## config.mk

```make
export PLATFORM = sky130hd
export DESIGN_NAME = systolic_out_drain
export DESIGN_NICKNAME = d
export VERILOG_FILES = /design/src/rtl/systolic_out_drain.sv
export SDC_FILE = /design/constraint.sdc
export NUM_CORES = 1
export LEC_CHECK = 0
export ABC_CLOCK_PERIOD_IN_PS = 2150
export BUFFER_PORTS_ARGS = -buffer_cell sky130_fd_sc_hd__buf_2
export CAP_MARGIN = 0
export CORE_ASPECT_RATIO = 0.6
export CORE_UTILIZATION = 49
export CTS_CLUSTER_SIZE = 14
export DETAILED_ROUTE_END_ITERATION = 7
export GPL_TIMING_DRIVEN = 0
export PLACE_DENSITY = 0.77
export SLEW_MARGIN = 20
export SYNTH_ARGS = -nofsm -noshare
export SYNTH_HDL_FRONTEND = slang
export SYNTH_SLANG_ARGS = --single-unit
```

## constraint.sdc

```tcl
create_clock -name clk -period 2.15 [get_ports clk]
set_input_delay 0.215 -clock clk [delete_from_list [all_inputs] [get_ports clk]]
set_output_delay 0.215 -clock clk [all_outputs]
set_load 0.01 [all_outputs]
```

## src/rtl/systolic_out_drain.sv

```systemverilog
// systolic_out_drain: drains words from the systolic output buffer onto a
// valid/ready stream with a last flag. A 2-entry skid FIFO absorbs the
// 1-cycle buffer read latency, so stream back-pressure never loses data.
// Optional macro: SYSTOLIC_OUT_DRAIN_STALL_CNT_EN enables the stall counter.
module systolic_out_drain #(
  parameter int ADDR_WIDTH     = 5,
  parameter int DMA_DATA_WIDTH = 32
) (
  input  logic                      clk,
  input  logic                      rst,
  input  logic                      start,
  input  logic [ADDR_WIDTH-1:0]     base_addr,
  input  logic [ADDR_WIDTH:0]       length,
  output logic                      busy,
  output logic                      done,
  input  logic                      buf_valid,
  output logic                      buf_ren,
  output logic [ADDR_WIDTH-1:0]     buf_raddr,
  input  logic [DMA_DATA_WIDTH-1:0] buf_rdata,
  output logic                      m_valid,
  input  logic                      m_ready,
  output logic [DMA_DATA_WIDTH-1:0] m_data,
  output logic                      m_last,
  output logic [15:0]               stall_cnt
);

  localparam logic [ADDR_WIDTH:0] MAX_LEN = {1'b1, {ADDR_WIDTH{1'b0}}};
  localparam logic [ADDR_WIDTH:0] ONE     = (ADDR_WIDTH+1)'(1);

  typedef enum logic [1:0] {ST_IDLE, ST_RUN, ST_DONE} state_t;

  state_t                    state_reg, state_next;
  logic [ADDR_WIDTH-1:0]     base_reg;
  logic [ADDR_WIDTH:0]       len_reg;
  logic [ADDR_WIDTH:0]       issued_reg;
  logic                      inflight_reg;
  logic                      inflight_last_reg;

  // Skid FIFO: two entries of {last, data} with 1-bit pointers.
  logic [DMA_DATA_WIDTH-1:0] fifo_data_reg [2];
  logic                      fifo_last_reg [2];
  logic                      wr_ptr_reg;
  logic                      rd_ptr_reg;
  logic [1:0]                count_reg;

  logic                      start_acc;
  logic [ADDR_WIDTH:0]       len_clamped;
  logic                      pop;
  logic [2:0]                occupancy;
  logic                      room;
  logic                      issue;
  logic                      issue_last;
  logic                      last_beat;

  // Command acceptance, read-issue decision and stream handshake.
  always_comb begin
    start_acc   = (state_reg == ST_IDLE) && start;
    len_clamped = (length > MAX_LEN) ? MAX_LEN : length;
    m_valid     = (count_reg != 2'd0);
    m_data      = fifo_data_reg[rd_ptr_reg];
    m_last      = m_valid && fifo_last_reg[rd_ptr_reg];
    pop         = m_valid && m_ready;
    // Words held plus the word in flight, less the one leaving this cycle,
    // must stay under two so the returning word always has a slot.
    occupancy   = {1'b0, count_reg} + {2'b00, inflight_reg};
    room        = occupancy < (3'd2 + {2'b00, pop});
    issue       = (state_reg == ST_RUN) && (issued_reg < len_reg) && buf_valid && room;
    issue_last  = (issued_reg == (len_reg - ONE));
    last_beat   = pop && m_last;
    buf_ren     = issue;
    buf_raddr   = base_reg + issued_reg[ADDR_WIDTH-1:0];
  end

  // State register.
  always_ff @(posedge clk or negedge rst) begin
    if (!rst) begin
      state_reg <= ST_IDLE;
    end else begin
      state_reg <= state_next;
    end
  end

  // Next-state logic and status outputs.
  always_comb begin
    state_next = state_reg;
    busy       = 1'b0;
    done       = 1'b0;
    case (state_reg)
      ST_IDLE: begin
        if (start) begin
          state_next = (len_clamped == '0) ? ST_DONE : ST_RUN;
        end
      end
      ST_RUN: begin
        busy = 1'b1;
        if (last_beat) begin
          state_next = ST_DONE;
        end
      end
      ST_DONE: begin
        busy       = 1'b1;
        done       = 1'b1;
        state_next = ST_IDLE;
      end
      default: state_next = ST_IDLE;
    endcase
  end

  // Command latch, issue counter, in-flight tracking and FIFO pointers.
  always_ff @(posedge clk or negedge rst) begin
    if (!rst) begin
      base_reg          <= '0;
      len_reg           <= '0;
      issued_reg        <= '0;
      inflight_reg      <= 1'b0;
      inflight_last_reg <= 1'b0;
      wr_ptr_reg        <= 1'b0;
      rd_ptr_reg        <= 1'b0;
      count_reg         <= 2'd0;
    end else begin
      if (start_acc) begin
        base_reg   <= base_addr;
        len_reg    <= len_clamped;
        issued_reg <= '0;
      end else if (issue) begin
        issued_reg <= issued_reg + ONE;
      end
      inflight_reg      <= issue;
      inflight_last_reg <= issue_last;
      if (inflight_reg) begin
        wr_ptr_reg <= ~wr_ptr_reg;
      end
      if (pop) begin
        rd_ptr_reg <= ~rd_ptr_reg;
      end
      count_reg <= count_reg + {1'b0, inflight_reg} - {1'b0, pop};
    end
  end

  // FIFO storage: the returning buffer word lands in the slot at wr_ptr.
  generate
    for (genvar gi = 0; gi < 2; gi++) begin : g_fifo
      always_ff @(posedge clk or negedge rst) begin
        if (!rst) begin
          fifo_data_reg[gi] <= '0;
          fifo_last_reg[gi] <= 1'b0;
        end else if (inflight_reg && (wr_ptr_reg == 1'(gi))) begin
          fifo_data_reg[gi] <= buf_rdata;
          fifo_last_reg[gi] <= inflight_last_reg;
        end
      end
    end
  endgenerate

`ifdef SYSTOLIC_OUT_DRAIN_STALL_CNT_EN
  logic [15:0] stall_cnt_reg;

  // Saturating count of RUN cycles where a word waits on the DMA.
  always_ff @(posedge clk or negedge rst) begin
    if (!rst) begin
      stall_cnt_reg <= 16'd0;
    end else if (start_acc) begin
      stall_cnt_reg <= 16'd0;
    end else if ((state_reg == ST_RUN) && m_valid && !m_ready && (stall_cnt_reg != 16'hFFFF)) begin
      stall_cnt_reg <= stall_cnt_reg + 16'd1;
    end
  end

  assign stall_cnt = stall_cnt_reg;
`else
  assign stall_cnt = 16'd0;
`endif

endmodule

```

==> metrics.md <==
| Metric | Value |
|---|---|
| Worst Path Arrival | ~1.9 ns |
| Worst Path Max Fanout | 4 |
| Period Utilization, post-route | 1.00 |
| Startpoint types | flip-flop |
| Slowest Stage Delay on Critical Path | 0.45 ns |
| Area leader, netlist | dfrtp_1 |
| Initial Utilization | 0.523 |
| CP required | 1.93 ns |
| Pwr Total | 8.00 mW |
| TritonCTS clock tree | yes |
| Final Setup Violations | 1 |
| Largest net degree at the start of global routing | 60 |
| Failing checks | setup timing |
| Synth area leaders | dfrtp_1 (50%), mux2_1 (18%), mux2_2 (7.8%), ha_1 (5.2%), buf_4 (2.6%) |
| RSZ-0062 raised after global routing | yes |
| Final wirelength | 9320 µm |
| Peak Freq | 464 MHz |
| Die H | 77.0 µm |
| Core footprint | roughly 8800 µm² |
| Worst path top cell family by delay | flip-flops |
| DR vias/cell | between 5 and 6 |
| Initial DRC count | 110 |
| CP Class | flip-flop to output pin |
| Share of the synthesized area in the top cell type | 0.496 |
| First-pass GRT wire length | 15200 µm |
| Number of enable flip-flop cells after synthesis | 0 |
| Most frequent cells in the layout | buf_2 (98), dfrtp_1 (88), mux2_1 (72) |
| Total of warnings raised by yosys | 0 |
| Nets | approximately 550 |
| WL/cell | about 15 µm |
| Die area | 9780 µm² |
| Number of flip-flops in the largest register | 64 |
| CP bufs+invs | 1 |
| Clock root cell | clkbuf_16 |
| Worst min path class | input port to flip-flop |
| Synth Area per Inst | 12.8 µm² |
| FP Rows | 26 |
| CTS max path bufs | 2 |
| CTS Buf Count | 9 |
| Post-DP HPWL | 6730 µm |
| Seq cells post-synth | 91 |
| Clk_skew | 0.00680 ns |
| Ys async rst share | 1.00 |
| Global Route met2 Usage | 0.329 |
| Worst vdd ir | 0.768 mV |
| Met1 global-route usage | 0.266 |
| CP max stage cell | dfrtp_2 |
| Fin. Hold Viols | 0 |
| Buffers added on ports | 88 |
| Finished Layout Cells | 602 |
| # fillers | 671 |
| H-tree depth | 3 |
| GRT Util Overall | 0.202 |
| Routed Antenna Nets | 0 |
| Power per Cell Area | approximately 1400 nW/µm² |
| Final Core Density | 0.649 |
| P_leak | 2.77 nW |
| Seq. cell area | 2280 µm² |
| Final Critical Period | between 2 and 2.5 ns |
| Post-Synthesis Cells | 360 |
| Ys flop type | dfrtp_1 |
| Register area share after synthesis | 0.496 |
| Routability Congestion | 0.841 |
| # IOs | 106 |
| Status | complete, but fails checks |
| Setup WS post-layout | -0.00570 ns |
| R2R Setup Slk | 0.06 ns |
| Max-cap violations | 0 |
| Commonest non-fill, non-tap cell in the layout | buf_2 |
| Worst-Skew Late Latency | 0.33 ns |
| Grt ovf | 0 |
| Initial antenna violation count | 1 |
| Synthesized cell area | 4600 µm² |
| Via count of the first global-routing pass | between 3000 and 4000 |
| Placed cells | about 580 |
| TritonRoute pass-1 iters | 4 |
| CP Capture Type | output pin |
| Worst hold slack | 0.0934 ns |
| Die W | 127 µm |
| Slew Viols, Final | 0 |
| Antenna diode count | 0 |
| Fraction of layout cells with a size suffix above 1 | 0.378 |
| Worst path cell trace | ha_4 -> ha_4 -> a22oi_2 -> nand4_4 -> nor3_4 -> buf_2 |
| Via count | between 3000 and 4000 |
| GRT busiest layer | met2 |
| Area of the multi-input gates | 2170 µm² |
| Clock slew at reported path FFs | ~0.06 ns |
| Residual DRC | 0 |
| Clock sinks | 91 |
| Global routing usage on met3 | 0.0558 |
| CP dominant cell by count | ha_4 |
| Post-synth cell types | 40 |
| Layout Area Growth over Synthesis | 24.0% |
cell usage after synthesis (all sizes together) (2+ instances only):
master and instances:
ha 19, a31oi 2, inv 20, nor3 2, mux2 104, nand4 3, nor2 7, xor2 5
mux2i 2, xnor2 13, nand2b 6, a31o 2, nand3 3, dfrtp 91, nor4b 2, clkbuf 4
a21oi 14, a21o 3, o21ai 6, nand2 14, buf 27
worst register-to-register path: cells and delay by family (launching register included):
family | cells | cell delay (ns)
and+or+nand+nor | 2 | 0.50
DFF | 1 | 0.45
adders and majority gates | 2 | 0.39
AOI/OAI and AO/OA | 2 | 0.26
buffers and inverters | 1 | 0.18
xor gates and xnor gates | 1 | 0.17
path summary, 6_finish.rpt:
check | from | to | cells past startpoint
worst max-delay path | inflight_reg$_DFF_PN0_ | buf_ren | 6
worst min-delay path | base_addr[3] | base_reg[3]$_DFFE_PN0P_ | 2
worst max register to register | inflight_reg$_DFF_PN0_ | issued_reg[2]$_DFFE_PN0P_ | 8
worst min register to register | fifo_data_reg[27]$_DFFE_PN0P_ | fifo_data_reg[27]$_DFFE_PN0P_ | 1
max in group asynchronous | rst | inflight_reg$_DFF_PN0_ | 3
min in group asynchronous | rst | fifo_data_reg[38]$_DFFE_PN0P_ | 2
through the flow:
stage	TNS [ns]	setup WS (ns)	cell area, µm²
after floorplan	0	0.135	4650
after global placement	0	0.0363	5230
after detailed placement	-0.0348	-0.0348	5260
after CTS	0	0.00619	5620
after global routing	-0.147	-0.0932	5700
final	-0.00570	-0.00570	5700
where the power goes:
group          leakage [nW]  internal [mW]  switching, mW
clock network         0.141          0.932          0.592
logic                  1.52           1.82           1.71
registers              1.11           2.49          0.448
total                  2.77           5.24           2.75
layout make-up:
cell class | instances | area share
Tap cell | 112 | 0.0246
Sequential cell | 91 | 0.400
Multi-Input combinational cell | 233 | 0.382
Inverter | 20 | 0.0132
Clock buffer | 14 | 0.0446
Clock inverter | 2 | 0.00615
Timing Repair Buffer | 99 | 0.0962
Buffer | 31 | 0.0334
kinds of logic after synthesis:
group                    count (synthesis)  synth area share
AO/OA/AOI/OAI                           31            0.0417
XOR/XNOR                                18            0.0343
adder cells (fa/ha/maj)                 20            0.0561
buffers and inverters                   51            0.0569
flip-flops                              91             0.496
multiplexers                           106             0.259
other                                    1          0.000816
AND/OR/NAND/NOR                         42            0.0555
repair_timing:
action                                  4_1_cts  5_1_grt
gates resized for setup                       8        6
pin swaps                                     4        3
endpoints found under the setup margin       29        3
hold buffers                                  1        0
hold endpoints to repair                     32        0
buffers inserted                              3        6
metal layers:
layer	share of wire	up-vias	wire length, µm
met4	0.0094	0	88
met1	0.47	1503	4350
met3	0.057	11	536
li1	-	1469	-
met2	0.47	82	4350
met5	0	-	0
(Power assumes the default switching activity.)
